<file path="src/rtl/tcb_lib_arbiter.sv">
// tcb_lib_arbiter: round-robin TCB arbiter with bus locking and delayed response routing
module tcb_lib_arbiter #(
  parameter int MPN = 2,
  parameter int ABW = 32,
  parameter int DBW = 32,
  parameter int SLW = 8,
  parameter int BEW = DBW/SLW,
  parameter int DLY = 1
)(
  input  logic                     clk,
  input  logic                     rst,
  input  logic [MPN-1:0]           man_vld,
  input  logic [MPN-1:0]           man_lck,
  input  logic [MPN-1:0]           man_wen,
  input  logic [MPN-1:0][ABW-1:0]  man_adr,
  input  logic [MPN-1:0][BEW-1:0]  man_ben,
  input  logic [MPN-1:0][DBW-1:0]  man_wdt,
  output logic [MPN-1:0]           man_rdy,
  output logic [MPN-1:0][DBW-1:0]  man_rdt,
  output logic [MPN-1:0]           man_err,
  output logic                     sub_vld,
  output logic                     sub_lck,
  output logic                     sub_wen,
  output logic [ABW-1:0]           sub_adr,
  output logic [BEW-1:0]           sub_ben,
  output logic [DBW-1:0]           sub_wdt,
  input  logic                     sub_rdy,
  input  logic [DBW-1:0]           sub_rdt,
  input  logic                     sub_err
);
  localparam int IW = $clog2(MPN);
  typedef enum logic {ARB, LCK} state_t;
  state_t state;
  logic [IW-1:0] ptr, own, gnt, arb_gnt, cand, inc, sel_i;
  logic found, trn, sel_v;
  always_comb begin
    arb_gnt = ptr;
    cand = ptr;
    found = 1'b0;
    for (int i = 0; i < MPN; i++) begin
      cand = IW'((int'(ptr) + i) % MPN);
      if (!found && man_vld[cand]) begin
        arb_gnt = cand;
        found = 1'b1;
      end
    end
  end
  assign gnt     = (state == LCK) ? own : arb_gnt;
  assign sub_vld = rst & man_vld[gnt];
  assign sub_lck = man_lck[gnt];
  assign sub_wen = man_wen[gnt];
  assign sub_adr = man_adr[gnt];
  assign sub_ben = man_ben[gnt];
  assign sub_wdt = man_wdt[gnt];
  assign man_rdy = sub_vld ? MPN'(sub_rdy) << gnt : '0;
  assign trn     = sub_vld & sub_rdy;
  assign inc     = (gnt == IW'(MPN-1)) ? '0 : gnt + 1'b1;
  // in LCK gnt equals own, so inc also serves as own+1 on unlock
  always_ff @(posedge clk or negedge rst)
    if (!rst) begin
      state <= ARB;
      ptr   <= '0;
      own   <= '0;
    end else if (trn) begin
      if (state == ARB || !sub_lck) ptr <= inc;
      if (sub_lck) own <= gnt;
      state <= sub_lck ? LCK : ARB;
    end
  if (DLY == 0) begin : g_dly0
    assign sel_v = trn;
    assign sel_i = gnt;
  end else begin : g_pipe
    logic [DLY-1:0]         pv;
    logic [DLY-1:0][IW-1:0] pi;
    always_ff @(posedge clk or negedge rst)
      if (!rst) begin
        pv <= '0;
        pi <= '0;
      end else begin
        pv[0] <= trn;
        pi[0] <= gnt;
        for (int k = 1; k < DLY; k++) begin
          pv[k] <= pv[k-1];
          pi[k] <= pi[k-1];
        end
      end
    assign sel_v = pv[DLY-1];
    assign sel_i = pi[DLY-1];
  end
  always_comb begin
    man_rdt = '0;
    man_err = '0;
    if (sel_v) begin
      man_rdt[sel_i] = sub_rdt;
      man_err[sel_i] = sub_err;
    end
  end
endmodule

</file>
<file path="config.mk">
export PLATFORM = sky130hd
export DESIGN_NAME = tcb_lib_arbiter
export DESIGN_NICKNAME = d
export VERILOG_FILES = /design/src/rtl/tcb_lib_arbiter.sv
export SDC_FILE = /design/constraint.sdc
export NUM_CORES = 1
export LEC_CHECK = 0
export CORE_AREA = 2 2 125 127
export CTS_CLUSTER_SIZE = 25
export DETAILED_ROUTE_END_ITERATION = 10
export DIE_AREA = 0 0 127 129
export PLACE_DENSITY = 0.56
export SKIP_CTS_REPAIR_TIMING = 1
export SLEW_MARGIN = 20
export SYNTH_ARGS = -nofsm -noshare
export SYNTH_HDL_FRONTEND = slang
export SYNTH_SLANG_ARGS = --single-unit
</file>
<file path="constraint.sdc">
create_clock -name clk -period 4.55 [get_ports clk]
set_input_delay 1.365 -clock clk [delete_from_list [all_inputs] [get_ports clk]]
set_output_delay 1.365 -clock clk [all_outputs]
set_load 0.005 [all_outputs]
</file>
==> reports/qor.txt <==
========================================================================================
Peak ir drop on the vdd network                                                   216 uV
Post-synthesis sequential area ratio                                               6.42%
Number of buffers and inverters on the critical path                                   3
Synth unique cells                                                                    23
Number of antenna violations at the first check in global routing                      0
Leakage power                                                                 0.00281 uW
Slack of the worst reg-to-reg path                                               3150 ps
Final weighted congestion in routability-driven placement                          0.841
CP dominant cell by count                                                   clkdlybuf4s50_1
Number of cells in the finished layout apart from fillers                            705
Violated checks                                                             negative setup slack
Beginning of the critical path                                                man_vld[0]
Violation count after the first detailed-routing iteration                            45
Clock-pin slew on the worst setup and hold paths                                   30 ps
Kind of end point of the critical path                                        output pin
Synth async-reset ratio                                                             100%
Status                                                                      complete, but fails checks
Critical path, cell by cell                                                 clkdlybuf4s50_1, o21a_1, o21a_4, buf_8, mux2_4, clkdlybuf4s50_1
Initial Utilization                                                                13.0%
Highest attainable clock frequency                                             0.217 GHz
Library cell occupying the most area in the post-synthesis netlist                mux2_4
Site Rows                                                                             45
Power density relative to cell area                                          361 mW/mm^2
Total wire length after detailed routing                                         10.8 mm
Max_cap viols                                                                          0
CTS tree                                                                            done
Area of combinational cells with multiple inputs                            0.00163 sq mm
Class of the worst hold path                                                flip-flop to flip-flop
Via count of the routed design                                                      2685
FF-to-FF path depth                                                                    5
Largest incremental delay on the critical path                                    470 ps
CTS Root Buffer Type                                                           clkbuf_16
R2R Path End                                                                ptr$_DFFE_PN0P_
Number of antenna-violating nets in the routed design                                  0
Floorplan die height                                                              129 um
Post-route worst hold slack                                                       566 ps
Post-route setup slack                                                          -53.2 ps
Number of global-route vias before repair                                           2662
Final Util                                                                         37.3%
Total die area                                                              0.0164 sq mm
Required time reported for the critical path endpoint                            3180 ps
Flip-flop and latch area                                                       125 sq um
Synth top area cells                                                        mux2_4, and3_1, and2_1
Total power of the final layout                                                  2020 uW
Relative area change from synthesis to final layout                                 187%
Synthesis-stage register bit count                                                     5
Number of buffers created by CTS                                                       3
Pins over their slew limit                                                             0
RSZ-0062 raised after global routing                                                 yes
Residual overflow from global routing                                                  0
Maximum number of pins on one net before global-route repair                          39
Worst Clk Skew                                                                  0.818 ps
Final sum of negative setup slack                                               -1010 ps
Post-synth net total                                                                 367
Overall fraction of global-route tracks in use                                     11.2%
Number of synthesized flops with an enable pin                                         0
Max-slew headroom                                                                  82.5%
Synth warnings                                                                         0
Setup crit start kind                                                          input pin
Critical path data arrival time                                                  3240 ps
Antenna cells                                                                          0
Cell Count Post-Placement                                                            690
Number of nets in the layout                                                         696
Final period utilization                                                            101%
Endpoint of the most critical setup path                                     sub_adr[18]
Area of the core                                                            0.0150 sq mm
Overall die width                                                                 127 um
Netlist Area Pre-Place                                                      0.00195 sq mm
Critical path depth                                                                    6
Global-route wire length before repair                                           14.6 mm
DRC                                                                                    0
Via-per-instance ratio                                                              3.81
Post-layout min period                                                           4600 ps
Mapped Cells                                                                         189
Detailed-route wire length per cell                                              15.2 um
Number of I/O port buffers                                                           316
Insertion delay of the later-clocked pin in the worst-skew pair                   220 ps
Path type of the worst setup path                                           input pin to output pin
Slew at the pin with the worst max-slew slack                                     263 ps
Cell class contributing the biggest share of worst-path delay               buffers and inverters
Maximum fanout along the worst path                                                   15
Final hold violations                                                                  0
Fill cell count                                                                     1511
Total iterations of the first detailed-routing run                                     4
Fraction of synthesized cell area taken by the top area cell type                  52.4%
Per-instance average area after synthesis                                     10.3 sq um
Depth of the CTS H-tree                                                                1
Maximum clock insertion buffer count                                                   2
Final setup viols                                                                     26
FF-to-FF Start                                                              ptr$_DFFE_PN0P_
Crit-path slowest cell                                                      clkdlybuf4s50_1
Most frequently used flop master after synthesis                                 dfrtp_1
Number of sinks on the clock net                                                       5
Proportion of layout cells with a drive suffix above 1                             19.9%
Top-level port count                                                                 317
Total half-perimeter wirelength after legalization and detailed placement        9.17 mm
========================================================================================
-- area by class of cell --
class,count,share of cell area (%)
timing repair buffer,341,62.7
tap,188,4.21
clock buffer,4,1.41
sequential,5,2.24
inverter,3,0.201
multi-input combinational,164,29.2
-- worst min-delay path by stage --
| stage | from | end | cells after the start |
|---|---|---|---|
| after floorplan | ptr$_DFFE_PN0P_ | ptr$_DFFE_PN0P_ | 1 |
| after global placement | ptr$_DFFE_PN0P_ | ptr$_DFFE_PN0P_ | 1 |
| after detailed placement | ptr$_DFFE_PN0P_ | ptr$_DFFE_PN0P_ | 1 |
| after CTS | ptr$_DFFE_PN0P_ | ptr$_DFFE_PN0P_ | 1 |
| after global routing | ptr$_DFFE_PN0P_ | ptr$_DFFE_PN0P_ | 1 |
| final | ptr$_DFFE_PN0P_ | ptr$_DFFE_PN0P_ | 1 |
-- cells in the final DEF, fill, tap and decap left out --
cell type and n:
clkbuf_1 1, nand2b_1 1, inv_1 3, nor2_1 4, dlymetal6s2s_1 46, mux2_2 4, clkdlybuf4s50_1 269, dfrtp_1 5
o21a_1 1, o2bb2ai_1 1, and2_1 33, a21oi_1 1, or3_1 1, buf_4 22, nand3b_1 2, mux2_4 68
nand3_1 1, nand2_1 5, buf_16 1, nor2b_1 2, nor3_1 1, a21o_2 1, buf_8 1, clkbuf_2 1
mux2i_1 1, o21a_4 1, o21ai_0 2, clkbuf_16 4, and3_1 34
-- cell families (layout without fill, tap and decap cells) --
kind of cell           after synthesis  after routing  share of synthesized area [%]
multiplexers                        73             73                           55.2
flip-flops                           5              5                           6.42
AND/OR/NAND/NOR                     84             84                           25.8
AO/OA/AOI/OAI                        7              7                           2.44
buffers and inverters               20            348                           10.1
-- routing by layer --
layer / GRT usage, % / routed length [um]
met4: 1.75 / 132
met3: 2.79 / 898
met2: 20.7 / 5590
met1: 13.4 / 4130
met5: 0 / 0
-- registers in the layout (all words and copies together), names as in the netlist --
name and flops:
g_pipe.pv 1, state 1, g_pipe.pi 1, ptr 1, own 1
-- cell usage after synthesis (2+ instances only) --
library cell / count
and2_1: 33
clkbuf_1: 9
nor2_1: 4
dfrtp_1: 5
mux2_4: 68
mux2_2: 4
nand2_1: 5
buf_12: 7
inv_1: 3
nor2b_1: 2
nand3b_1: 2
o21a_1: 2
o21ai_0: 2
and3_1: 34
-- per-stage QoR --
stage	area, sq um	setup WS (ps)
2_1_floorplan	1950	822
3_3_place_gp	5290	-214
3_5_place_dp	5290	-225
4_1_cts	5370	-233
5_1_grt	5590	-142
6_report	5590	-53.2
-- power by group --
part / internal (uW) / switching [uW]
Clock: 116 / 28.4
Sequential: 60.4 / 18.0
Combinational: 1190 / 602
No activity file was read; power rests on OpenSTA's default activity.
